==> src/rtl/clock_divide_select_nch.sv <==
`timescale 1ns/1ps
// clock_divide_select_nch
//
// N-channel programmable clock divider with glitch-free output selection.
// Every channel runs a down-counter and a toggle flop. The half-period of
// channel i is (F_i + 1) source cycles. A three-state switch-over machine
// (RUN -> DRAIN -> HOLD -> RUN) moves the output from one channel to another.
// The old channel's last high pulse and the new channel's first high pulse
// are never truncated.
//
// Ports
//   clk        divider source clock, all state on the rising edge
//   rst        asynchronous active-high reset
//   en         global enable; 0 stops every channel and forces it low
//   div_factor packed per-channel factors, channel i at [i*DIV_W +: DIV_W]
//   sel        requested output channel; values >= NUM_CH are ignored
//   clk_out    registered, selected divided clock
//   busy       high while a channel switch is in progress
//   cur_sel    channel currently driving clk_out
module clock_divide_select_nch #(
    parameter int  NUM_CH = 4,
    parameter int  DIV_W  = 6,
    localparam int SEL_W  = (NUM_CH > 2) ? $clog2(NUM_CH) : 1
) (
    input  logic                    clk,
    input  logic                    rst,
    input  logic                    en,
    input  logic [NUM_CH*DIV_W-1:0] div_factor,
    input  logic [SEL_W-1:0]        sel,
    output logic                    clk_out,
    output logic                    busy,
    output logic [SEL_W-1:0]        cur_sel
);

    typedef enum logic [1:0] {
        S_RUN   = 2'd0,
        S_DRAIN = 2'd1,
        S_HOLD  = 2'd2
    } state_t;

    logic [DIV_W-1:0]  cnt [NUM_CH];
    logic [NUM_CH-1:0] ch;

    state_t            state;
    state_t            state_nxt;
    logic [SEL_W-1:0]  tgt;
    logic [SEL_W-1:0]  tgt_nxt;
    logic [SEL_W-1:0]  cur_sel_nxt;
    logic              clk_out_nxt;

    logic              sel_vld;
    logic              ch_cur;
    logic              ch_tgt;

    // ---- Channel dividers ----
    // The factor is sampled only at the toggle instant. Changing it
    // mid-half-period therefore never shortens or stretches the phase
    // already in progress.
    always_ff @(posedge clk or posedge rst) begin
        if (rst) begin
            for (int i = 0; i < NUM_CH; i++) begin
                cnt[i] <= '0;
            end
            ch <= '0;
        end else begin
            for (int i = 0; i < NUM_CH; i++) begin
                if (!en) begin
                    cnt[i] <= '0;
                    ch[i]  <= 1'b0;
                end else if (cnt[i] == '0) begin
                    ch[i]  <= ~ch[i];
                    cnt[i] <= div_factor[i*DIV_W +: DIV_W];
                end else begin
                    cnt[i] <= cnt[i] - DIV_W'(1);
                end
            end
        end
    end

    // Out-of-range requests are treated as "no change".
    assign sel_vld = (32'(sel) < NUM_CH);
    assign ch_cur  = ch[cur_sel];
    assign ch_tgt  = ch[tgt];

    // ---- Switch-over FSM: next state ----
    // DRAIN waits for the old channel to go low, so its last high pulse
    // finishes. HOLD keeps the output low until the new channel is low.
    // The new channel's next rising edge then starts a full pulse.
    always_comb begin
        state_nxt   = state;
        tgt_nxt     = tgt;
        cur_sel_nxt = cur_sel;
        clk_out_nxt = 1'b0;
        case (state)
            S_RUN: begin
                clk_out_nxt = ch_cur;
                if (sel_vld && (sel != cur_sel)) begin
                    tgt_nxt   = sel;
                    state_nxt = S_DRAIN;
                end
            end
            S_DRAIN: begin
                clk_out_nxt = ch_cur;
                if (sel == cur_sel) begin
                    state_nxt = S_RUN;
                end else begin
                    if (sel_vld) begin
                        tgt_nxt = sel;
                    end
                    if (!ch_cur) begin
                        state_nxt = S_HOLD;
                    end
                end
            end
            S_HOLD: begin
                if (!ch_tgt) begin
                    cur_sel_nxt = tgt;
                    state_nxt   = S_RUN;
                end else if (sel_vld && (sel != cur_sel)) begin
                    tgt_nxt = sel;
                end
            end
            default: begin
                state_nxt = S_RUN;
            end
        endcase
    end

    // ---- Switch-over FSM: registers ----
    always_ff @(posedge clk or posedge rst) begin
        if (rst) begin
            state   <= S_RUN;
            tgt     <= '0;
            cur_sel <= '0;
            clk_out <= 1'b0;
        end else begin
            state   <= state_nxt;
            tgt     <= tgt_nxt;
            cur_sel <= cur_sel_nxt;
            clk_out <= clk_out_nxt;
        end
    end

    assign busy = (state != S_RUN);

endmodule

==> config.mk <==
export PLATFORM = sky130hd
export DESIGN_NAME = clock_divide_select_nch
export DESIGN_NICKNAME = d
export VERILOG_FILES = /design/src/rtl/clock_divide_select_nch.sv
export SDC_FILE = /design/constraint.sdc
export NUM_CORES = 1
export LEC_CHECK = 0
export ABC_CLOCK_PERIOD_IN_PS = 1400
export CAP_MARGIN = 25
export CORE_ASPECT_RATIO = 1.2
export CORE_MARGIN = 4
export CORE_UTILIZATION = 40
export DETAILED_ROUTE_END_ITERATION = 8
export PLACE_DENSITY = 0.71
export SYNTH_ARGS = -nofsm -noshare
export SYNTH_HDL_FRONTEND = slang
export SYNTH_SLANG_ARGS = --single-unit
export TNS_END_PERCENT = 10
==> constraint.sdc <==
create_clock -name clk -period 1.4 [get_ports clk]
set_input_delay 0.14 -clock clk [delete_from_list [all_inputs] [get_ports clk]]
set_output_delay 0.14 -clock clk [all_outputs]
set_load 0.05 [all_outputs]
==> results of run 1 <==
kinds of logic (layout without fill, tap and decap cells):
group | Yosys count | in the layout
XOR/XNOR | 17 | 17
AO/OA/AOI/OAI | 31 | 31
buffers and inverters | 16 | 87
AND/OR/NAND/NOR | 61 | 61
flip-flops | 35 | 35
adder cells (fa/ha/maj) | 8 | 8
multiplexers | 12 | 12
worst max path at each step:
stage	startpoint	end	cells after the start
finish	tgt[1]	tgt[0]	4
floorplan	tgt[1]	tgt[0]	4
detailed placement	cnt[18]	cnt[21]	6
global route	tgt[1]	tgt[1]	4
global placement	tgt[1]	tgt[1]	4
CTS	tgt[1]	tgt[1]	4
sequential cells by signal, indices dropped and copies added, names as in the netlist:
name	cells
ch	4
tgt	2
state	2
cur_sel	2
cnt	24
clk_out	1
cell type report:
| class | instances | area share |
|---|---|---|
| clock buffer | 8 | 0.03640 |
| inverter | 11 | 0.01501 |
| multi-input combinational | 129 | 0.3703 |
| sequential | 35 | 0.3194 |
| tap | 56 | 0.02548 |
| timing repair buffer | 68 | 0.2334 |
cell usage in the layout, fill, tap and decap left out, types with 2 or more instances in the layout:
cell / synthesis / layout
nor3_1: 8 / 6
a21oi_1: 5 / 4
nor2_1: 35 / 34
mux2i_1: 3 / 3
inv_2: 1 / 4
xnor2_1: 8 / 8
dfrtp_2: 0 / 2
dfrtp_1: 35 / 33
buf_4: 0 / 33
nand2_1: 7 / 6
nand3b_1: 2 / 2
clkbuf_8: 0 / 7
inv_1: 10 / 7
mux2_2: 6 / 5
a311oi_1: 3 / 3
mux2_4: 0 / 2
buf_6: 0 / 3
buf_12: 0 / 4
clkdlybuf4s50_1: 0 / 28
a211oi_1: 20 / 12
a211oi_2: 0 / 8
ha_1: 8 / 6
xor2_1: 9 / 9
metrics by stage:
stage,cell area [um2],utilization
finish,2750,0.6356
global route,2750,0.6356
floorplan,1833,-
global placement,2491,0.5758
CTS,2678,0.6189
detailed placement,2491,0.5758
power groups by stage:
stage,clock [W],combinational [W],sequential [W]
detailed placement,0,0.00323,0.00179
CTS,0.000838,0.00349,0.00181
global route,0.000874,0.00407,0.00191
finish,0.000804,0.00371,0.00185
global placement,0,0.00317,0.00179
floorplan,0,0.00181,0.00195
worst max-delay path, delay by kind of cell (launching register included):
family	cells	cell delay, ps
AOI/OAI and AO/OA	1	220
DFF	1	410
muxes	2	450
and+or+nand+nor	1	390
per-layer routing:
layer	global-route usage	wire [um]	up-vias
li1	-	-	763
met1	0.1466	1588	737
met5	0	0	-
met4	0.05747	64	0
met2	0.2815	2197	25
met3	0.05327	186	7
what timing repair did:
action | in CTS | in global routing
resized for setup | 16 | 17
setup buffers | 2 | 1
endpoints found under the setup margin | 18 | 32
pin swaps | 2 | 3
==> results by group, run 1 <==
Clocking
  • Root buffer cell: clkbuf_8
  • Worst-path clk slew: approximately 70 ps
  • Clk buf depth: 2
  • CTS tree: built
  • Clk Latency, worst-skew pair: about 290 ps
  • CTS Sinks: 35
  • H-tree Lvls: 2
  • # hold bufs at CTS: 0
  • CTS Buf Count: 5

Timing
  • Min Tclk post-route: 1593 ps
  • Post-Route Setup TNS: -592.8 ps
  • Final setup fails: 7
  • Worst hold margin: 189.5 ps
  • Slew Limit Fails: 0
  • Slew HR: 0.7701
  • Final Hold Viols: 0
  • Worst-margin pin slew: between 300 and 400 ps
  • RSZ-0062 raised after global routing: yes
  • Clock Skews: between 5 and 6 ps
  • Share of the clock period used by the worst path: 1.138
  • Final Worst Setup Slack: -193.1 ps
  • FMAX: roughly 630 MHz

Power
  • NetSw: 0.002433 W
  • Sequential share of power: 0.291
  • P_int: around 0.004 W
  • Clock share of power: 0.126
  • Leakage: 1.234 nW
  • P per Cell Area: about 2300 nW/um2
  • Combinational share of power: 0.583
  • Maximum VDD drop: between 1 and 1.5 mV
  • Sw Ratio: 0.3826
  • Final total power: between 0.006 and 0.007 W

Synth
  • Adder-Cell Fraction of Synth Area: 0.05468
  • XOR/XNOR Fraction of Synth Area: 0.08134
  • Compound-Gate Fraction of Synth Area: 0.1237
  • Post-Syn Instances: 180
  • Post-synth EDFFs: 0
  • Synth warn: 0
  • Share of flip-flops with an asynchronous set or reset: 1.000
  • Post-synth top flop: dfrtp_1
  • Simple-gate area share of the yosys netlist: 0.1504
  • Post-synth top cells: 35 x dfrtp_1, 35 x nor2_1, 20 x a211oi_1
  • Register bit total from synthesis: 35
  • Post-synth top area cell: dfrtp_1
  • Post-synthesis sequential area ratio: 0.4785
  • Post-synth top area share: 0.4785
  • Combinational family with the most area after synthesis: simple AND/OR/NAND/NOR gates
  • Synth unique cells: 30
  • Post-synthesis mux area share: 0.07792
  • Synth area leaders: dfrtp_1 48%, a211oi_1 8.2%, nor2_1 7.2%, ha_1 5.5%, xor2_1 4.3%
  • Synthesized area: between 1500 and 2000 um2
  • Mapped Avg Cell Area: slightly above 10 um2
  • Synth Net Count: ~220

Worst setup path
  • CP Max Fanout: 3
  • Crit Path Class: flip-flop to flip-flop
  • Crit end category: flip-flop
  • Slowest-stage cell, CP: dfrtp_1
  • Worst reg-to-reg setup slack: -190 ps
  • Arr. time, crit path: 1770 ps
  • CP cell instances: mux2i_1 -> or3b_4 -> a31o_1 -> mux2_4
  • Max incr delay on CP: 410 ps
  • Startpoint types: flip-flop
  • Reg2reg start: tgt[1]
  • Reg-to-Reg End: tgt[0]
  • Reg2Reg Depth: 4
  • Crit path required time: 1580 ps

Drt
  • Routed WL per cell: 13.15 um
  • DRC marker count from the first detailed-route iteration: 16
  • DR vias/cell: between 4 and 5
  • 1st-pass router iterations: 2
  • Detailed-route via count: ~1500
  • Antenna Nets Post-Route: 0
  • DRC: 0
  • WL final: 4036 um

Global routing
  • Grt ovf: 0
  • GRT Total Usage: 0.1471
  • Global-route wire length before repair: about 6500 um
  • Vias in the first global route: about 1500
  • Initial antenna violation count: 0
  • Pin count of the biggest net entering global routing: 36

Place
  • Dpl cells: between 200 and 300
  • Hpwl dp: around 2700 um
  • Port bufs: 32
  • Place WS: -296.2 ps
  • Gpl congestion: approximately 0.78

Layout
  • Fin cells: 307
  • Area occupied by registers: between 800 and 900 um2
  • # nets final: between 200 and 300
  • FILL cells: about 350
  • Area of the multi-input gates: around 1000 um2
  • Diode count: 0
  • Layout cells sized above 1: 0.3307
  • Area delta synth->final: 50.24%

Floorplanning
  • Row count: 26
  • Die width: approximately 70 um
  • I/O pin count: 33
  • Initial Util: 0.4231
  • Die H: 82.11 um
  • Core area: 4327 um2
  • Die area: between 5000 and 6000 um2

Worst hold path
  • Min-Delay Path Class: input pin to asynchronous set/reset pin

Run status
  • Violated checks: negative setup slack
  • Outcome: complete, but fails checks

Run
  • # Max-Cap Violations: 0
Note: power is estimated with default switching activity, not from simulation.
==> run 2, diff against run 1 <==
--- a/config.mk
+++ b/config.mk
@@ -12,6 +12,7 @@
 export CORE_UTILIZATION = 40
 export DETAILED_ROUTE_END_ITERATION = 8
 export PLACE_DENSITY = 0.71
+export SLEW_MARGIN = 15
 export SYNTH_ARGS = -nofsm -noshare
 export SYNTH_HDL_FRONTEND = slang
 export SYNTH_SLANG_ARGS = --single-unit
==> results of run 2 <==
Final layout, timing and power as in run 1 (identical DEF).
